### config.mk
export PLATFORM = sky130hd
export DESIGN_NAME = mux_sel_pipe
export DESIGN_NICKNAME = d
export VERILOG_FILES = /design/src/rtl/mux_sel_pipe.sv
export SDC_FILE = /design/constraint.sdc
export NUM_CORES = 1
export LEC_CHECK = 0
export ABC_AREA = 1
export BUFFER_PORTS_ARGS = -buffer_cell sky130_fd_sc_hd__buf_2
export CAP_MARGIN = 20
export CORE_MARGIN = 1
export CORE_UTILIZATION = 40
export CTS_CLUSTER_DIAMETER = 80
export DETAILED_ROUTE_END_ITERATION = 8
export GPL_ROUTABILITY_DRIVEN = 0
export PLACE_DENSITY = 0.83
export SYNTH_ARGS = -nofsm -noshare
export SYNTH_HDL_FRONTEND = slang
export SYNTH_SLANG_ARGS = --single-unit
### constraint.sdc
create_clock -name clk_i -period 2.5 [get_ports clk_i]
set_clock_uncertainty 0.05 [all_clocks]
set_input_delay 0.25 -clock clk_i [delete_from_list [all_inputs] [get_ports clk_i]]
set_output_delay 0.25 -clock clk_i [all_outputs]
set_load 0.05 [all_outputs]
### src/rtl/mux_sel_pipe.sv
// N-to-1 word selector with a registered output and a 2-entry skid buffer on a valid/ready
// handshake. Accepted beats with an out-of-range select carry input 0 and raise a sticky flag.
module mux_sel_pipe #(
  parameter int unsigned W  = 32,
  parameter int unsigned N  = 7,
  parameter int unsigned SW = $clog2(N)
) (
  input  logic           clk_i,
  input  logic           rst_ni,
  input  logic [N*W-1:0] in_data_i,
  input  logic [SW-1:0]  sel_i,
  input  logic           in_valid_i,
  output logic           in_ready_o,
  output logic [W-1:0]   out_data_o,
  output logic           out_valid_o,
  input  logic           out_ready_i,
  output logic           sel_err_o,
  input  logic           err_clr_i
);

  typedef enum logic [1:0] {StEmpty, StOne, StFull} state_e;

  state_e         state_q, state_d;
  logic [W-1:0]   main_q, main_d;
  logic [W-1:0]   skid_q, skid_d;
  logic           out_valid_q;
  logic           in_ready_q;
  logic           sel_err_q, sel_err_d;

  logic [W-1:0]   muxed;
  logic           sel_oor;
  logic           in_fire;
  logic           out_fire;

  // Out-of-range selects fall through to input 0.
  always_comb begin
    muxed = in_data_i[0 +: W];
    for (int unsigned k = 1; k < N; k++) begin
      if (sel_i == SW'(k)) muxed = in_data_i[k*W +: W];
    end
  end

  assign sel_oor  = ({1'b0, sel_i} >= (SW+1)'(N));
  assign in_fire  = in_valid_i & in_ready_q;
  assign out_fire = out_valid_q & out_ready_i;

  always_comb begin
    state_d = state_q;
    main_d  = main_q;
    skid_d  = skid_q;
    unique case (state_q)
      StEmpty: begin
        if (in_fire) begin
          state_d = StOne;
          main_d  = muxed;
        end
      end
      StOne: begin
        if (in_fire && out_fire) begin
          main_d = muxed;
        end else if (in_fire) begin
          state_d = StFull;
          skid_d  = muxed;
        end else if (out_fire) begin
          state_d = StEmpty;
        end
      end
      StFull: begin
        if (out_fire) begin
          state_d = StOne;
          main_d  = skid_q;
        end
      end
      default: state_d = StEmpty;
    endcase
  end

  // A set in the same cycle as a clear takes priority.
  always_comb begin
    sel_err_d = sel_err_q;
    if (in_fire && sel_oor) begin
      sel_err_d = 1'b1;
    end else if (err_clr_i) begin
      sel_err_d = 1'b0;
    end
  end

  // Ready and valid are registered from the next state, so ready never sees same-cycle
  // out_ready_i and stays low throughout reset.
  always_ff @(posedge clk_i or negedge rst_ni) begin
    if (!rst_ni) begin
      state_q     <= StEmpty;
      main_q      <= '0;
      skid_q      <= '0;
      out_valid_q <= 1'b0;
      in_ready_q  <= 1'b0;
      sel_err_q   <= 1'b0;
    end else begin
      state_q     <= state_d;
      main_q      <= main_d;
      skid_q      <= skid_d;
      out_valid_q <= (state_d != StEmpty);
      in_ready_q  <= (state_d != StFull);
      sel_err_q   <= sel_err_d;
    end
  end

  assign in_ready_o  = in_ready_q;
  assign out_valid_o = out_valid_q;
  assign out_data_o  = main_q;
  assign sel_err_o   = sel_err_q;

endmodule
==> results of run 1 <==
where the power goes:
part / total, mW / internal, mW / switching, mW
clock network: 1.17 / 0.725 / 0.447
registers: 1.98 / 1.66 / 0.318
logic: 3.09 / 0.904 / 2.18
total: 6.24 / 3.29 / 2.95
cells in the final DEF (no fill, tap or decap), types with 2 or more instances in the layout:
master | netlist | final
clkbuf_8 | 0 | 2
nor2_1 | 227 | 227
nand3_1 | 35 | 35
inv_2 | 2 | 3
nor2_2 | 2 | 2
buf_2 | 14 | 266
nand2_1 | 297 | 297
buf_4 | 3 | 15
clkbuf_16 | 0 | 9
a31oi_1 | 32 | 32
clkbuf_1 | 33 | 4
dfrtp_1 | 69 | 69
a21oi_1 | 31 | 30
buf_12 | 0 | 2
o211ai_1 | 29 | 29
or2_0 | 2 | 2
nand4_1 | 2 | 2
inv_1 | 41 | 40
o21ai_0 | 31 | 31
nand3_2 | 2 | 2
sequential cells by signal, indices dropped and copies added (netlist names):
signal and count:
skid_q 32, sel_err_o 1, in_ready_o 1, state_q 2
out_valid_o 1, out_data_o 32
worst paths after layout:
kind,start,end,slack (ps),cells past startpoint
min,err_clr_i,sel_err_o,100,2
max in group asynchronous,rst_ni,skid_q[7],1430,3
max reg2reg,out_valid_o,skid_q[13],700,6
max,sel_i[0],out_data_o[13],670,12
min in group asynchronous,rst_ni,out_data_o[30],280,2
min reg2reg,out_data_o[30],out_data_o[30],430,2
cell families (layout without fill, tap and decap cells):
group / count (synthesis) / after routing / share of synthesized area, %
AND/OR/NAND/NOR: 573 / 573 / 43.8
AO/OA/AOI/OAI: 125 / 125 / 14.4
flip-flops: 69 / 69 / 33.6
buffers and inverters: 101 / 343 / 8.23
routing by layer:
metal	share of wire (%)	track usage, %	vias up
met5	0	0	-
met4	3.9	12.3	0
met3	8.1	8.01	45
met2	48	49.8	313
met1	40	34.6	2824
li1	-	-	3237
worst max-delay path: stages:
cell	delay [ps]
buf_2	280
nand2_2	120
nor2_4	300
inv_2	290
nor2_1	180
nor2_1	60
nand2_1	70
nand2_1	90
nand2_1	110
nand3_1	70
nand2_1	100
nand2_1	50
area by class of cell:
class / count / area [sq um] / area share [%]
Multi-Input combinational cell: 698 / 3010 / 43.7
Tap cell: 172 / 215 / 3.13
Timing Repair Buffer: 284 / 1490 / 21.7
Inverter: 43 / 161 / 2.35
Clock inverter: 1 / 5.00 / 0.0728
Clock buffer: 15 / 268 / 3.89
Sequential cell: 69 / 1730 / 25.1
==> run metrics, run 1 <==
setup bufs post-CTS 0; fin crit share approximately 73%; grt ovf 0; WL final about 19 mm; Syn-to-layout area delta 33.8%; TNS Setup 0 ps; layout cell share with drive strength beyond 1 between 20% and 30%; CTS Root Cell clkbuf_16; Critical Path AT roughly 2000 ps; sequential share of the synthesized area between 30 and 40%; iteration-0 DRC count of the detailed router 518; Crit Path Class in2reg; core area between 10000 and 15000 sq um; overall die area about 13000 sq um; area post-placement about 6600 sq um; nets@finish between 1000 and 1500; Vias/cell 5.01; final setup margin between 600 and 700 ps; CTS tree yes; synth top area cells dfrtp_1 (34%), nand2_1 (22%), nor2_1 (17%); Max Buffers Root-to-Sink 2; Die W 115 microns; fill cell count about 1300; Net Count, Synth 1100; synth warn 0; row count a little over 40; total chip power about 6.2 mW; Worst EP required between 2000 and 3000 ps; register bit total from synthesis between 60 and 70; H-tree level count 3; drt wl/cell around 15 microns; hold buffers post-CTS 1; share of the synthesized area in the top cell type about a third; num ports ~270; Non-Filler Instances ~1300; Die Ht about 120 microns; DR pass1 iterations 5; pwr dens between 900 and 1000 nW/um^2; clock sink total slightly below 70; area leader, netlist dfrtp_1; Post-Synthesis Cell Area a little over 5000 sq um; RSZ-0062 raised after global routing false; Critical Path End Type flop; Remaining DRCs 0; syn_area_per_cell 5.92 sq um; final number of setup-violating endpoints 0; Tightest Pin Transition roughly 680 ps; Mapped Cells around 870; count of cell types in the netlist 26; post-route ant nets 0; initial antenna violation count 0; headroom to the max-slew limit a little over half; Max-Cap Viols 0; Post-synth EDFFs 0; first-pass GRT wire length 29.6 mm; number of port buffers ~270; Setup crit start kind primary input; # diodes 0; ys async rst share 100%; Worst-path clk slew about 50 ps; Max Slew Vio Count 0; Commonest cells post-synth nand2_1 (297), nor2_1 (227), dfrtp_1 (69); highest clock rate around 550 MHz; HP Class in2reg; top-count cell post-synth nand2_1; CTS buffer count 9; Hold Slack around 100 ps; vias in the first global route roughly 6100; critical path peak fanout 29; vias between 6000 and 7000; largest net degree at the start of global routing 65; Post-synth top flop dfrtp_1; placed insts about 1300; Final min period ~1800 ps; Max VDD drop around 680 uV; post-route cell area a little under 7000 sq um; status completed; DP Wirelength about 14 mm; starting density of the core between 40% and 50%; Total GRT Usage between 20% and 30%; LEAKAGE 3.93 nW; post-CTS sizing 0; final hold violations 0; utilization after layout between 50% and 60%; clock latency at the later pin of the worst-skew pair between 300 and 400 ps; Post-Place Worst Slack between 300 and 400 ps
(Power assumes the default switching activity.)
==> run 2, diff against run 1 <==
PLACE_DENSITY = 0.86   (was 0.83)
clock period = 1.5 ns   (was 2.5 ns; I/O delays follow)
==> run 2 against run 1 <==
  * The flow now finishes with violations (setup timing)
  * Power increased by 87%
  * Setup slack got worse by 680 ps
  * Sequential share of layout area fell by 2.8 points
  * Design area is 13% higher
  * Register-to-register slack got worse by 700 ps
  * Sequential power increased by 68%
  * Core utilization rose by 7.0 points
  * Combinational power rose by 100%
  * Cell count increased by 3.8%
  * Die area unchanged
  * Via count up 8.1%
  * Critical path type is now reg2reg
==> run metrics, run 2 (synthesis gave the netlist of run 1 again) <==
Post-Place Worst Slack -261 ps; vias about 6900; Max Slew Vio Count 0; Critical Path End Type flop; placed insts ~1300; Crit Path Class reg2reg; failing checks setup timing; drt wl/cell ~16 microns; Hold Slack ~51 ps; num ports 267; Die W between 100 and 150 microns; post-route ant nets 0; area post-placement approximately 7000 sq um; Total GRT Usage 29.6%; # diodes 0; HP Class in2reg; overall die area 13300 sq um; Max Buffers Root-to-Sink 2; status complete, but fails checks; highest clock rate 665 MHz; row count 41; Non-Filler Instances ~1300; number of port buffers between 200 and 300; CTS Root Cell clkbuf_16; Die Ht ~120 microns; Max VDD drop between 1000 and 1500 uV; WL final between 20 and 25 mm; Vias/cell roughly 5.2; final setup margin -4.38 ps; first-pass GRT wire length approximately 30 mm; DP Wirelength between 10 and 15 mm; Tightest Pin Transition 378 ps; largest net degree at the start of global routing 70; grt ovf 0; LEAKAGE between 4 and 5 nW; Final min period roughly 1500 ps; most frequent cells in the layout nand2_1 (289), buf_2 (265), nor2_1 (208), dfrtp_1 (67), inv_1 (38); starting density of the core about 41%; Critical Path AT ~1700 ps; core area about 13000 sq um; Syn-to-layout area delta 50.9%; RSZ-0062 raised after global routing true; commonest non-fill, non-tap cell in the layout nand2_1; nets@finish about 1400; Max-Cap Viols 0; Remaining DRCs 0; critical path peak fanout 7; vias in the first global route roughly 6200; utilization after layout around 62%; clock latency at the later pin of the worst-skew pair roughly 340 ps; Setup crit start kind flop; final hold violations 0; TNS Setup -4.38 ps; fin crit share 100%; pwr dens about 1500 nW/um^2; DR pass1 iterations 5; CTS buffer count 9; Worst-path clk slew 60 ps; initial antenna violation count 0; Worst EP required 1680 ps; post-route cell area between 7000 and 8000 sq um; layout cell share with drive strength beyond 1 33.7%; total chip power about 12 mW; clock sink total 69; H-tree level count 3; headroom to the max-slew limit 74.8%; final number of setup-violating endpoints 1; iteration-0 DRC count of the detailed router 530; CTS tree yes
[run 2: routing by layer]
metal	share of wire, %	track usage, %	wire [microns]
met5	0	0	0
met4	3.9	13.8	825
met3	8.7	5.48	1830
met2	47	50.0	9990
met1	40	36.4	8440
[run 2: timing repair]
item                                    CTS  global route
endpoints found under the hold margin    70             0
gates cloned                              2            10
gates resized for setup                   6            44
endpoints found under the setup margin   25            65
hold buffers                              2             0
pin swaps                                 1            36
buffers inserted                          2             5
[run 2: worst max-delay path: stages, from the launching register on]
cell and delay, ps:
dfrtp_1 420, inv_2 100, nor2_4 40, inv_2 90
nor2_4 40, a21oi_4 160, buf_12 180, clkbuf_16 160
nor2_2 40, nand2_1 60, nand2_1 60
[run 2: layout make-up]
| cell class | instances | area, sq um |
|---|---|---|
| repair buffers | 334 | 2240 |
| clock buffers | 10 | 229 |
| inverters | 43 | 166 |
| flip-flops and latches | 69 | 1730 |
| well taps | 172 | 215 |
| fillers | 1160 | 4810 |
| multi-input cells | 698 | 3120 |
| clock inverters | 5 | 52.6 |
[run 2: final timing paths]
kind / start / end / slack, ps / depth (start not counted)
worst max-delay path: state_q[1] / out_data_o[23] / -4 / 10
worst min-delay path: in_data_i[203] / skid_q[11] / 50 / 3
worst max register to register: state_q[1] / out_data_o[23] / -4 / 10
worst min register to register: out_data_o[10] / out_data_o[10] / 420 / 2
max in group asynchronous: rst_ni / out_valid_o / 750 / 3
min in group asynchronous: rst_ni / skid_q[3] / 320 / 3
[run 2: power by group]
group | internal, mW | switching [mW]
Clock | 1.27 | 0.795
Sequential | 2.78 | 0.548
Combinational | 2.20 | 4.10
Total | 6.25 | 5.44
